File: src/rtl/cache_sim_pkg.sv
// cache_sim_pkg: shared definitions for the trace-driven cache simulation.
//   DEF_ADDR_W  - default address width (matches the trace reader data width)
//   DEF_CNT_W   - default width of the statistics counters
//   seq_state_t - trace_sequencer FSM states
package cache_sim_pkg;

    localparam int DEF_ADDR_W = 15;
    localparam int DEF_CNT_W  = 16;

    typedef enum logic [2:0] {
        ST_IDLE  = 3'd0,
        ST_FETCH = 3'd1,
        ST_LOAD  = 3'd2,
        ST_ISSUE = 3'd3,
        ST_DONE  = 3'd4
    } seq_state_t;

endpackage

File: src/rtl/sat_counter.sv
// sat_counter: W-bit up counter that sticks at all-ones instead of wrapping.
//   clk   - clock
//   rst   - synchronous active-high clear
//   inc   - add one this cycle (ignored once saturated)
//   count - current value
module sat_counter #(
    parameter int W = 16
) (
    input  logic         clk,
    input  logic         rst,
    input  logic         inc,
    output logic [W-1:0] count
);

    logic [W-1:0] count_q;
    logic [W-1:0] count_d;

    always_comb begin
        count_d = count_q;
        if (inc && (count_q != '1)) begin
            count_d = count_q + W'(1);
        end
    end

    always_ff @(posedge clk) begin
        if (rst) begin
            count_q <= '0;
        end else begin
            count_q <= count_d;
        end
    end

    assign count = count_q;

endmodule

File: src/rtl/trace_sequencer.sv
// trace_sequencer: drives a cache from an address-trace reader.
// Each access walks FETCH (pulse reader_en) -> LOAD (capture address and
// end-of-trace flag) -> ISSUE (hold cache_req until cache_ready or timeout).
// Stops in DONE after the last address or a timeout; only rst leaves DONE.
//   clk, rst                         - clock, synchronous active-high reset
//   start                            - one-cycle run request (IDLE only)
//   reader_en / reader_data /
//   reader_finish                    - trace reader handshake
//   cache_req / cache_addr /
//   cache_ready / cache_hit          - cache access handshake
//   access_count/hit_count/miss_count- saturating statistics
//   busy, done, timeout_err          - run status
import cache_sim_pkg::*;

module trace_sequencer #(
    parameter int ADDR_W  = DEF_ADDR_W,
    parameter int CNT_W   = DEF_CNT_W,
    parameter int TIMEOUT = 64
) (
    input  logic              clk,
    input  logic              rst,
    input  logic              start,
    output logic              reader_en,
    input  logic [ADDR_W-1:0] reader_data,
    input  logic              reader_finish,
    output logic              cache_req,
    output logic [ADDR_W-1:0] cache_addr,
    input  logic              cache_ready,
    input  logic              cache_hit,
    output logic [CNT_W-1:0]  access_count,
    output logic [CNT_W-1:0]  hit_count,
    output logic [CNT_W-1:0]  miss_count,
    output logic              busy,
    output logic              done,
    output logic              timeout_err
);

    // Wait counter counts ISSUE cycles without cache_ready: 0 .. TIMEOUT-1.
    localparam int WAIT_W = (TIMEOUT > 2) ? $clog2(TIMEOUT) : 1;
    localparam logic [WAIT_W-1:0] WAIT_MAX = WAIT_W'(TIMEOUT - 1);

    seq_state_t        state_q, state_d;
    logic [ADDR_W-1:0] addr_q, addr_d;
    logic              last_q, last_d;
    logic [WAIT_W-1:0] wait_q, wait_d;
    logic              err_q, err_d;
    logic              complete;

    // cache_ready is only meaningful while a request is outstanding.
    assign complete = (state_q == ST_ISSUE) && cache_ready;

    always_comb begin
        state_d = state_q;
        addr_d  = addr_q;
        last_d  = last_q;
        wait_d  = wait_q;
        err_d   = err_q;
        case (state_q)
            ST_IDLE: begin
                if (start) begin
                    state_d = ST_FETCH;
                end
            end
            ST_FETCH: begin
                state_d = ST_LOAD;
            end
            ST_LOAD: begin
                addr_d  = reader_data;
                last_d  = reader_finish;
                wait_d  = '0;
                state_d = ST_ISSUE;
            end
            ST_ISSUE: begin
                // A completion in the timeout cycle wins over the timeout.
                if (cache_ready) begin
                    state_d = last_q ? ST_DONE : ST_FETCH;
                end else if (wait_q == WAIT_MAX) begin
                    err_d   = 1'b1;
                    state_d = ST_DONE;
                end else begin
                    wait_d = wait_q + WAIT_W'(1);
                end
            end
            ST_DONE: begin
                state_d = ST_DONE;
            end
            default: begin
                state_d = ST_IDLE;
            end
        endcase
    end

    always_ff @(posedge clk) begin
        if (rst) begin
            state_q <= ST_IDLE;
            addr_q  <= '0;
            last_q  <= 1'b0;
            wait_q  <= '0;
            err_q   <= 1'b0;
        end else begin
            state_q <= state_d;
            addr_q  <= addr_d;
            last_q  <= last_d;
            wait_q  <= wait_d;
            err_q   <= err_d;
        end
    end

    sat_counter #(.W(CNT_W)) u_access_cnt (
        .clk   (clk),
        .rst   (rst),
        .inc   (complete),
        .count (access_count)
    );

    sat_counter #(.W(CNT_W)) u_hit_cnt (
        .clk   (clk),
        .rst   (rst),
        .inc   (complete && cache_hit),
        .count (hit_count)
    );

    sat_counter #(.W(CNT_W)) u_miss_cnt (
        .clk   (clk),
        .rst   (rst),
        .inc   (complete && !cache_hit),
        .count (miss_count)
    );

    assign reader_en   = (state_q == ST_FETCH);
    assign cache_req   = (state_q == ST_ISSUE);
    assign cache_addr  = addr_q;
    assign busy        = (state_q == ST_FETCH) || (state_q == ST_LOAD) ||
                         (state_q == ST_ISSUE);
    assign done        = (state_q == ST_DONE);
    assign timeout_err = err_q;

endmodule
File: config.mk
export PLATFORM = sky130hd
export DESIGN_NAME = trace_sequencer
export DESIGN_NICKNAME = d
export VERILOG_FILES = /design/src/rtl/cache_sim_pkg.sv /design/src/rtl/sat_counter.sv /design/src/rtl/trace_sequencer.sv
export SDC_FILE = /design/constraint.sdc
export NUM_CORES = 1
export LEC_CHECK = 0
export ABC_AREA = 0
export CORE_ASPECT_RATIO = 0.75
export CORE_MARGIN = 3
export CORE_UTILIZATION = 36
export DETAILED_ROUTE_END_ITERATION = 16
export DONT_BUFFER_PORTS = 1
export HOLD_SLACK_MARGIN = 0.02
export PLACE_DENSITY_LB_ADDON = 0.25
export SYNTH_ARGS = -nofsm -noshare
export SYNTH_HDL_FRONTEND = slang
export SYNTH_SLANG_ARGS = --single-unit
export TNS_END_PERCENT = 100
File: constraint.sdc
create_clock -name clk -period 4.3 [get_ports clk]
set_input_delay 0.86 -clock clk [delete_from_list [all_inputs] [get_ports clk]]
set_output_delay 0.86 -clock clk [all_outputs]
set_load 0.01 [all_outputs]
==> impl_results.md, run 1 <==
* Wire per inst at 16.7 µm
* Fin Setup TNS at 0 ps
* Proportion of netlist area held by the largest area contributor at 41.6%
* Critical path class: reg2reg
* Worst EP required at 4520 ps
* Final Power at 1.59 mW
* Clk buf depth at 2
* CTS clk-pin slew, worst paths at 60 ps
* Filler cells at 922
* Antenna-violating nets left at 0
* RSZ-0062 raised after global routing: false
* Status: finished, final reports clean
* Die W at 121 µm
* Via Count at 3,239
* Seq/Total Area, Yosys at 41.6%
* Final GP Congestion at 0.780
* Worst skew pair latency at 330 ps
* Clk_skew at 4.99 ps
* Pins over their slew limit at 0
* Fin crit period at 2540 ps
* Synth Flop Type: dfxtp_1
* Post-cts sizing count at 0
* Port buffer count at 0
* Cell with the most instances after synthesis: dfxtp_1
* First-pass DRT Iterations at 4
* Vias in the first global route at 3,016
* Share of cells above drive strength 1 at 7.53%
* DIE AREA at 11,100 µm²
* CTS Hold Buffers Added at 0
* IO Pins at 89
* GR Overflow Total at 0
* Post-synth EDFFs at 0
* Post-synth top area cell: dfxtp_1
* Largest net degree at the start of global routing at 73
* Fin util at 42.5%
* Num CTS Buffers at 9
* Syn Area/Cell at 8.23 µm²
* CP Capture Type: flip-flop
* First-pass GRT wire length at 15.1 mm
* Syn_nets at 458
* Post-synth top cells: dfxtp_1, a21oi_1, nand2_1
* Peak per-stage delay on the critical path at 790 ps
* Core Area at 9350 µm²
* Clock root buffer: clkbuf_16
* Power density over the cells at 400 nW/µm²
* Via/cell ratio at 5.86
* Crit path cell chain: nand4b_2 > or4b_1 > or3_1 > o311a_1
* Iter 0 DRT Violations at 287
* Max-cap violations at 0
* CP max stage cell: or4b_1
* Hold Violations, Final at 0
* Ranking of synthesized cells by area: dfxtp_1, a21oi_1, nand2_1, o31ai_1, or4_1
* Clock sinks at 74
* # diodes at 0
* Period Utilization, post-route at 59.0%
* Syn Inst Count at 433
* Hold Path Class: reg2reg
* Final WL at 9.25 mm
* Setup bufs post-CTS at 0
* Fmax at 394 MHz
* Worst-path fanout max at 15
* Synth cell types at 46
* Synthesized area at 3560 µm²
* Asr flop ratio synth at 0%
* Post-synthesis register bit count at 74
* Crit start category: flip-flop
* Worst endpoint data arrival time at 2760 ps
* # DRC at 0
* Peak supply drop at 201 µV
* Cell family with most CP delay: simple AND/OR/NAND/NOR gates
* Max_slew headroom at 29.2%
* Area Overhead vs Synth at 11.4%
* Nets@finish at 447
* GRT Overall Usage at 16.9%
* Yosys warnings at 0
* DP HPWL at 6.41 mm
* CTS tree: done
* Cell Rows at 30
* Endpoints failing setup at 0
* H-tree depth at 3
* Antenna violations before repair at 0
* Leakage at 1.21 nW
* Starting Density at 38.1%
* CP bufs+invs at 0
* Chip height at 92.2 µm
* Least-Margin Pin Slew at 1050 ps
==> per-layer routing <==
| metal | GRT usage [%] | vias up | part of all wire [%] |
|---|---|---|---|
| met1 | 22.8 | 1504 | 48 |
| met5 | 0 | - | 0 |
| met4 | 6.32 | 0 | 1.8 |
| li1 | - | 1618 | - |
| met3 | 7.64 | 14 | 9.8 |
| met2 | 23.3 | 103 | 41 |
==> worst register-to-register path, stage by stage (launching register included) <==
cell and delay (ps):
dfxtp_1 510, nand4b_2 390, or4b_1 790, or3_1 410, o311a_1 330
==> power by group <==
group          switching [mW]  internal (mW)  total [mW]  leakage [nW]
sequential             0.0258          0.704       0.730         0.598
clock                   0.284          0.501       0.785         0.147
combinational          0.0500         0.0245      0.0745         0.468
total                   0.359           1.23        1.59          1.21
==> placed cells by master (no fill, tap or decap), types with 4 or more instances in the layout <==
cell	count
dfxtp_1	74
inv_1	10
o21ai_0	14
o21a_1	8
a21oi_1	55
a31oi_1	4
nand2_1	54
clkbuf_16	9
nor3_1	5
nand3_1	17
nand4_1	17
o31a_1	4
or4_1	21
nor4_1	9
nor2b_1	4
and4_1	7
or3_1	15
o31ai_1	22
nor2_1	18
mux2_2	5
and3_1	7
ha_1	4
==> flip-flops by register name, summed over array words and instances, names as in the netlist <==
name and flops:
cache_addr 15, last_q 1, state_q 3, timeout_err 1, u_access_cnt.count 16, u_hit_cnt.count 16
u_miss_cnt.count 16, wait_q 6
==> layout make-up <==
class,count,area (µm²),area share [%]
Inverter,10,37.5,0.945
Sequential cell,74,1480,37.3
Clock buffer,9,225,5.67
Clock inverter,5,81.3,2.05
Tap cell,128,160,4.03
Timing Repair Buffer,3,22.5,0.567
Multi-Input combinational cell,324,1960,49.4
==> cell families (layout without fill, tap and decap cells) <==
kind of cell	after synthesis	after routing	synth area share [%]
xor+xnor	1	1	0.246
flops	74	74	41.6
compound gates	118	118	20.4
buf+inv	35	27	3.86
simple gates	196	196	30.9
fa+ha+maj	4	4	1.40
mux	5	5	1.58
==> stage by stage <==
step / cells / hold slack, ps / worst slack [ps] / area (µm²)
global route: 553 / 492 / 1590 / 3970
detailed placement: 539 / 463 / 1450 / 3660
global placement: 539 / 458 / 1520 / 3660
finish: 553 / 477 / 1760 / 3970
CTS: 553 / 472 / 1730 / 3970
floorplan: 433 / 436 / 1870 / 3560
==> worst paths after layout <==
check	startpoint	slack, ps	cells past startpoint	end
worst max-delay path	state_q[0]	1760	4	u_hit_cnt.count[15]
worst min-delay path	last_q	480	2	last_q
worst max register to register	state_q[0]	1760	4	u_hit_cnt.count[15]
worst min register to register	last_q	480	2	last_q
Note: power is estimated with default switching activity, not from simulation.
==> inputs of run 2 (changes only) <==
==> constraint.sdc (replaced) <==
create_clock -name clk -period 2.28 [get_ports clk]
set_input_delay 0.456 -clock clk [delete_from_list [all_inputs] [get_ports clk]]
set_output_delay 0.456 -clock clk [all_outputs]
set_load 0.01 [all_outputs]
==> impl_results.md, run 2 (synthesized netlist as in run 1, its figures left out) <==
* Most frequent cells in the layout: dfxtp_1, a21oi_1, nand2_1 (unchanged)
* CTS Hold Buffers Added at 0 (unchanged)
* # DRC at 0 (unchanged)
* Port buffer count at 0 (unchanged)
* Worst endpoint data arrival time at 2300 ps (was 2760 ps)
* Peak per-stage delay on the critical path at 510 ps (was 790 ps)
* Antenna violations before repair at 0 (unchanged)
* Fmax at 480 MHz (was 394 MHz)
* Max_slew headroom at 59.5% (was 29.2%)
* Area after DPL at 3840 µm² (was 3660 µm²)
* Fin crit period at 2090 ps (was 2540 ps)
* Fin cells at 577 (was 553)
* Most Used Layer, Global Route: met2 (unchanged)
* First-pass DRT Iterations at 4 (unchanged)
* Hold Path Class: in2reg (was reg2reg)
* Vias in the first global route at 3,128 (was 3,016)
* Worst-path fanout max at 6 (was 15)
* Num CTS Buffers at 9 (unchanged)
* DP HPWL at 6.61 mm (was 6.41 mm)
* Crit start category: flip-flop (unchanged)
* First-pass GRT wire length at 15.6 mm (was 15.1 mm)
* CTS clk-pin slew, worst paths at 60 ps (about the same)
* Routing usage on met2 at 24.1% (was 23.3%)
* Starting Density at 38.1% (unchanged)
* Nets@finish at 470 (was 447)
* Chip height at 92.2 µm (unchanged)
* Die W at 121 µm (unchanged)
* RSZ-0062 raised after global routing: false (unchanged)
* Pins over their slew limit at 0 (unchanged)
* HP Start: rst (was last_q)
* Reg-to-Reg Start: u_hit_cnt.count[0] (was state_q[0])
* Placement Setup Slack at 215 ps (was 1450 ps)
* Design area at 4120 µm² (was 3970 µm²)
* Clock root buffer: clkbuf_16 (unchanged)
* GRT met3 Usage at 6.66% (was 7.64%)
* DIE AREA at 11,100 µm² (unchanged)
* Internal Pwr Total at 2.26 mW (was 1.23 mW)
* Final GP Congestion at 0.791 (was 0.780)
* Core Area at 9350 µm² (unchanged)
* GRT Overall Usage at 17.2% (was 16.9%)
* Worst EP required at 2500 ps (was 4520 ps)
* Via/cell ratio at 5.77 (was 5.86)
* Endpoints failing setup at 0 (unchanged)
* Clock sinks at 74 (unchanged)
* Area Overhead vs Synth at 15.7% (was 11.4%)
* CP bufs+invs at 0 (unchanged)
* Cell family with most CP delay: simple AND/OR/NAND/NOR gates (unchanged)
* IO Pins at 89 (unchanged)
* Commonest non-fill, non-tap cell in the layout: dfxtp_1 (unchanged)
* Largest net degree at the start of global routing at 73 (unchanged)
* DP Cell Count at 562 (was 539)
* Clk_skew at 4.89 ps (was 4.99 ps)
* WHS Endpoint: u_hit_cnt.count[12] (was last_q)
* Crit path cell chain: and4_1 > or4b_1 > or3_1 > o311a_1 (was nand4b_2 > or4b_1 > or3_1 > o311a_1)
* Final WL at 9.52 mm (was 9.25 mm)
* GR Overflow Total at 0 (unchanged)
* Hold Violations, Final at 0 (unchanged)
* Sw Pwr at 673 µW (was 359 µW)
* R2r worst-path depth at 4 (unchanged)
* Filler cells at 923 (was 922)
* Peak supply drop at 342 µV (was 201 µV)
* CP max stage cell: or4b_1 (unchanged)
* H-tree depth at 3 (unchanged)
* # diodes at 0 (unchanged)
* Via Count at 3,329 (was 3,239)
* Sequential power share at 46.5% (was 45.9%)
* Crit Reg-Reg Endpoint: u_hit_cnt.count[15] (unchanged)
* Clk buf depth at 2 (unchanged)
* Setup bufs post-CTS at 0 (unchanged)
* Max-cap violations at 0 (unchanged)
* Leakage at 1.33 nW (was 1.21 nW)
* WHS at 190 ps (was 477 ps)
* Critical path class: reg2reg (unchanged)
* Iter 0 DRT Violations at 208 (was 287)
* Final setup margin at 195 ps (was 1760 ps)
* CTS tree: done (unchanged)
* Comb pwr share at 5.9% (was 4.7%)
* Wire per inst at 16.5 µm (was 16.7 µm)
* Power density over the cells at 711 nW/µm² (was 400 nW/µm²)
* CP Capture Type: flip-flop (unchanged)
* Post-cts sizing count at 0 (unchanged)
* Fin Setup TNS at 0 ps (unchanged)
* Share of cells above drive strength 1 at 12.0% (was 7.53%)
* Least-Margin Pin Slew at 602 ps (was 1050 ps)
* Period Utilization, post-route at 91.5% (was 59.0%)
* Min-Delay Path Depth at 1 (was 2)
* FF-to-FF setup slack at 190 ps (was 1760 ps)
* Antenna-violating nets left at 0 (unchanged)
* Clk pwr share at 47.6% (was 49.4%)
* Switching part of the total power at 23.0% (was 22.6%)
* M1 GR Usage at 24.0% (was 22.8%)
* Worst skew pair latency at 330 ps (about the same)
* Status: finished, final reports clean (unchanged)
* Cell Rows at 30 (unchanged)
## run 2: changes by cell type in the layout (fill, tap and decap cells not counted)
cell | before | now
clkbuf_1 | 0 | 2
clkinv_4 | 1 | 0
clkinvlp_4 | 1 | 0
bufinv_16 | 2 | 1
clkinv_2 | 1 | 2
buf_4 | 3 | 26
clkbuf_8 | 0 | 1
## run 2: worst max-delay path by stage
stage,start,to,cells after the start
finish,u_hit_cnt.count[0],u_hit_cnt.count[15],4
global route,u_hit_cnt.count[0],u_hit_cnt.count[15],4
global placement,u_hit_cnt.count[0],u_hit_cnt.count[15],4
CTS,u_hit_cnt.count[0],u_hit_cnt.count[15],4
floorplan,cache_ready,u_hit_cnt.count[15],5
detailed placement,u_hit_cnt.count[0],u_hit_cnt.count[15],4
## run 2: area by class of cell
| cell class | count | area [µm²] | area share [%] |
|---|---|---|---|
| timing repair buffer | 26 | 195 | 4.73 |
| tap | 128 | 160 | 3.88 |
| sequential | 74 | 1480 | 35.9 |
| inverter | 10 | 37.5 | 0.910 |
| clock inverter | 3 | 40.0 | 0.971 |
| multi-input combinational | 324 | 1960 | 47.6 |
| clock buffer | 12 | 246 | 5.98 |
## run 2: per-layer routing
metal / share of wire (%) / up-vias
met5: 0 / -
met3: 8.2 / 8
met2: 42 / 94
met1: 49 / 1566
met4: 0.98 / 0
li1: - / 1661
## run 2: power by group through the flow
stage	clock [mW]	sequential, mW	combinational, mW
6_report	1.40	1.36	0.172
4_1_cts	1.44	1.36	0.173
2_1_floorplan	0	1.38	0.145
3_5_place_dp	0	1.39	0.173
5_1_grt	1.49	1.37	0.195
3_3_place_gp	0	1.39	0.168
## run 2: stage by stage
| stage | power, mW | utilization, % |
|---|---|---|
| 5_1_grt | 3.05 | 44.1 |
| 3_3_place_gp | 1.56 | 41.0 |
| 6_report | 2.93 | 44.1 |
| 2_1_floorplan | 1.53 | - |
| 3_5_place_dp | 1.56 | 41.0 |
| 4_1_cts | 2.97 | 44.1 |
==> inputs of run 3 (changes only) <==
==> constraint.sdc (replaced) <==
create_clock -name clk -period 2.28 [get_ports clk]
set_input_delay 0.57 -clock clk [delete_from_list [all_inputs] [get_ports clk]]
set_output_delay 0.57 -clock clk [all_outputs]
set_load 0.01 [all_outputs]
==> impl_results.md, run 3 (synthesized netlist as in run 1, its figures left out) <==
* Max_slew headroom at 56.2% (was 59.5%)
* Antenna violations before repair at 0 (unchanged)
* Worst endpoint data arrival time at 2280 ps (was 2300 ps)
* Status: finished, final reports clean (unchanged)
* Most frequent cells in the layout: dfxtp_1, a21oi_1, nand2_1 (unchanged)
* Period Utilization, post-route at 90.6% (was 91.5%)
* Clk_skew at 6.39 ps (was 4.89 ps)
* CP max stage cell: or4b_1 (unchanged)
* Clock root buffer: clkbuf_16 (unchanged)
* Pins over their slew limit at 0 (unchanged)
* Endpoints failing setup at 0 (unchanged)
* Peak supply drop at 495 µV (was 342 µV)
* Cell Rows at 30 (unchanged)
* Iter 0 DRT Violations at 190 (was 208)
* Switching part of the total power at 23.7% (was 23.0%)
* Via Count at 3,395 (was 3,329)
* Leakage at 1.33 nW (about the same)
* Clk buf depth at 2 (unchanged)
* Worst-path fanout max at 6 (unchanged)
* Least-Margin Pin Slew at 650 ps (was 602 ps)
* Setup bufs post-CTS at 0 (unchanged)
* Commonest non-fill, non-tap cell in the layout: dfxtp_1 (unchanged)
* Sequential power share at 46.5% (about the same)
* GRT Overall Usage at 17.4% (was 17.2%)
* Filler cells at 928 (was 923)
* Worst EP required at 2490 ps (was 2500 ps)
* RSZ-0062 raised after global routing: false (unchanged)
* H-tree depth at 3 (unchanged)
* Via/cell ratio at 5.84 (was 5.77)
* IO Pins at 89 (unchanged)
* # DRC at 0 (unchanged)
* Hold Violations, Final at 0 (unchanged)
* Crit path cell chain: and4_1 > or4b_1 > or3_1 > o311a_1 (unchanged)
* Fmax at 484 MHz (was 480 MHz)
* Die W at 121 µm (unchanged)
* CP Capture Type: flip-flop (unchanged)
* Num CTS Buffers at 9 (unchanged)
* Cell family with most CP delay: simple AND/OR/NAND/NOR gates (unchanged)
* GR Overflow Total at 0 (unchanged)
* Fin crit period at 2070 ps (was 2090 ps)
* Area Overhead vs Synth at 16.6% (was 15.7%)
* Worst skew pair latency at 330 ps (about the same)
* Vias in the first global route at 3,242 (was 3,128)
* Design area at 4150 µm² (was 4120 µm²)
* Power density over the cells at 706 nW/µm² (was 711 nW/µm²)
* Critical path class: reg2reg (unchanged)
* Clock sinks at 74 (unchanged)
* # diodes at 0 (unchanged)
* Chip height at 92.2 µm (unchanged)
* Sw Pwr at 696 µW (was 673 µW)
* Comb pwr share at 5.8% (was 5.9%)
* Share of cells above drive strength 1 at 13.0% (was 12.0%)
* CTS tree: done (unchanged)
* Final GP Congestion at 0.790 (was 0.791)
* Starting Density at 38.1% (unchanged)
* Final WL at 9.47 mm (was 9.52 mm)
* Clk pwr share at 47.7% (was 47.6%)
* Wire per inst at 16.3 µm (was 16.5 µm)
* Nets@finish at 473 (was 470)
* Hold Path Class: in2reg (unchanged)
* CTS Hold Buffers Added at 0 (unchanged)
* Post-cts sizing count at 0 (unchanged)
* DIE AREA at 11,100 µm² (unchanged)
* CP bufs+invs at 0 (unchanged)
* Internal Pwr Total at 2.24 mW (was 2.26 mW)
* Area after DPL at 3860 µm² (was 3840 µm²)
* Fin Setup TNS at 0 ps (unchanged)
* First-pass GRT wire length at 15.9 mm (was 15.6 mm)
* Crit start category: flip-flop (unchanged)
* First-pass DRT Iterations at 4 (unchanged)
* Port buffer count at 0 (unchanged)
* DP HPWL at 6.65 mm (was 6.61 mm)
* Antenna-violating nets left at 0 (unchanged)
* Largest net degree at the start of global routing at 73 (unchanged)
* CTS clk-pin slew, worst paths at 60 ps (about the same)
* Max-cap violations at 0 (unchanged)
* Peak per-stage delay on the critical path at 510 ps (about the same)
* Core Area at 9350 µm² (unchanged)
run 3: cell count changes in the layout (fill, tap and decap cells not counted):
| cell | previous run | this run |
|---|---|---|
| clkbuf_1 | 2 | 1 |
| inv_6 | 0 | 1 |
| buf_4 | 26 | 29 |
| clkinvlp_4 | 0 | 3 |
| clkbuf_8 | 1 | 0 |
| clkinv_2 | 2 | 1 |
run 3: per-stage QoR:
stage / power, mW / hold WS, ps / setup slack (ps) / util [%] / std cells
floorplan: 1.53 / 436 / 138 / - / 433
global placement: 1.56 / 447 / 247 / 41.3 / 565
detailed placement: 1.56 / 449 / 190 / 41.3 / 565
CTS: 2.98 / 295 / 196 / 44.4 / 581
global route: 3.06 / 292 / 129 / 44.4 / 581
finish: 2.93 / 309 / 214 / 44.4 / 581
run 3: power by group through the flow:
stage,clock (mW),combinational [mW],sequential [mW]
2_1_floorplan,0,0.145,1.38
3_3_place_gp,0,0.166,1.39
3_5_place_dp,0,0.172,1.39
4_1_cts,1.44,0.172,1.36
5_1_grt,1.49,0.195,1.37
6_report,1.40,0.170,1.36
run 3: path summary, 6_finish.rpt:
| check | from | end | slack, ps | cells after the start |
|---|---|---|---|---|
| max | u_hit_cnt.count[0] | u_hit_cnt.count[15] | 210 | 4 |
| min | rst | u_hit_cnt.count[12] | 310 | 1 |
| max reg2reg | u_hit_cnt.count[0] | u_hit_cnt.count[15] | 210 | 4 |
| min reg2reg | last_q | last_q | 460 | 2 |
run 3: routing by layer:
layer,part of all wire (%),up-vias,global-route usage (%)
met2,42,101,24.8
met4,0.92,0,5.28
met5,0,-,0
met3,9.2,10,6.91
met1,48,1605,24.0
li1,-,1679,-
run 3: layout make-up:
class / instances / area (µm²) / share of cell area (%)
multi-input cells: 324 / 1960 / 47.2
flip-flops and latches: 74 / 1480 / 35.7
clock buffers: 10 / 229 / 5.51
repair buffers: 29 / 218 / 5.24
well taps: 128 / 160 / 3.86
clock inverters: 6 / 66.3 / 1.60
inverters: 10 / 37.5 / 0.904
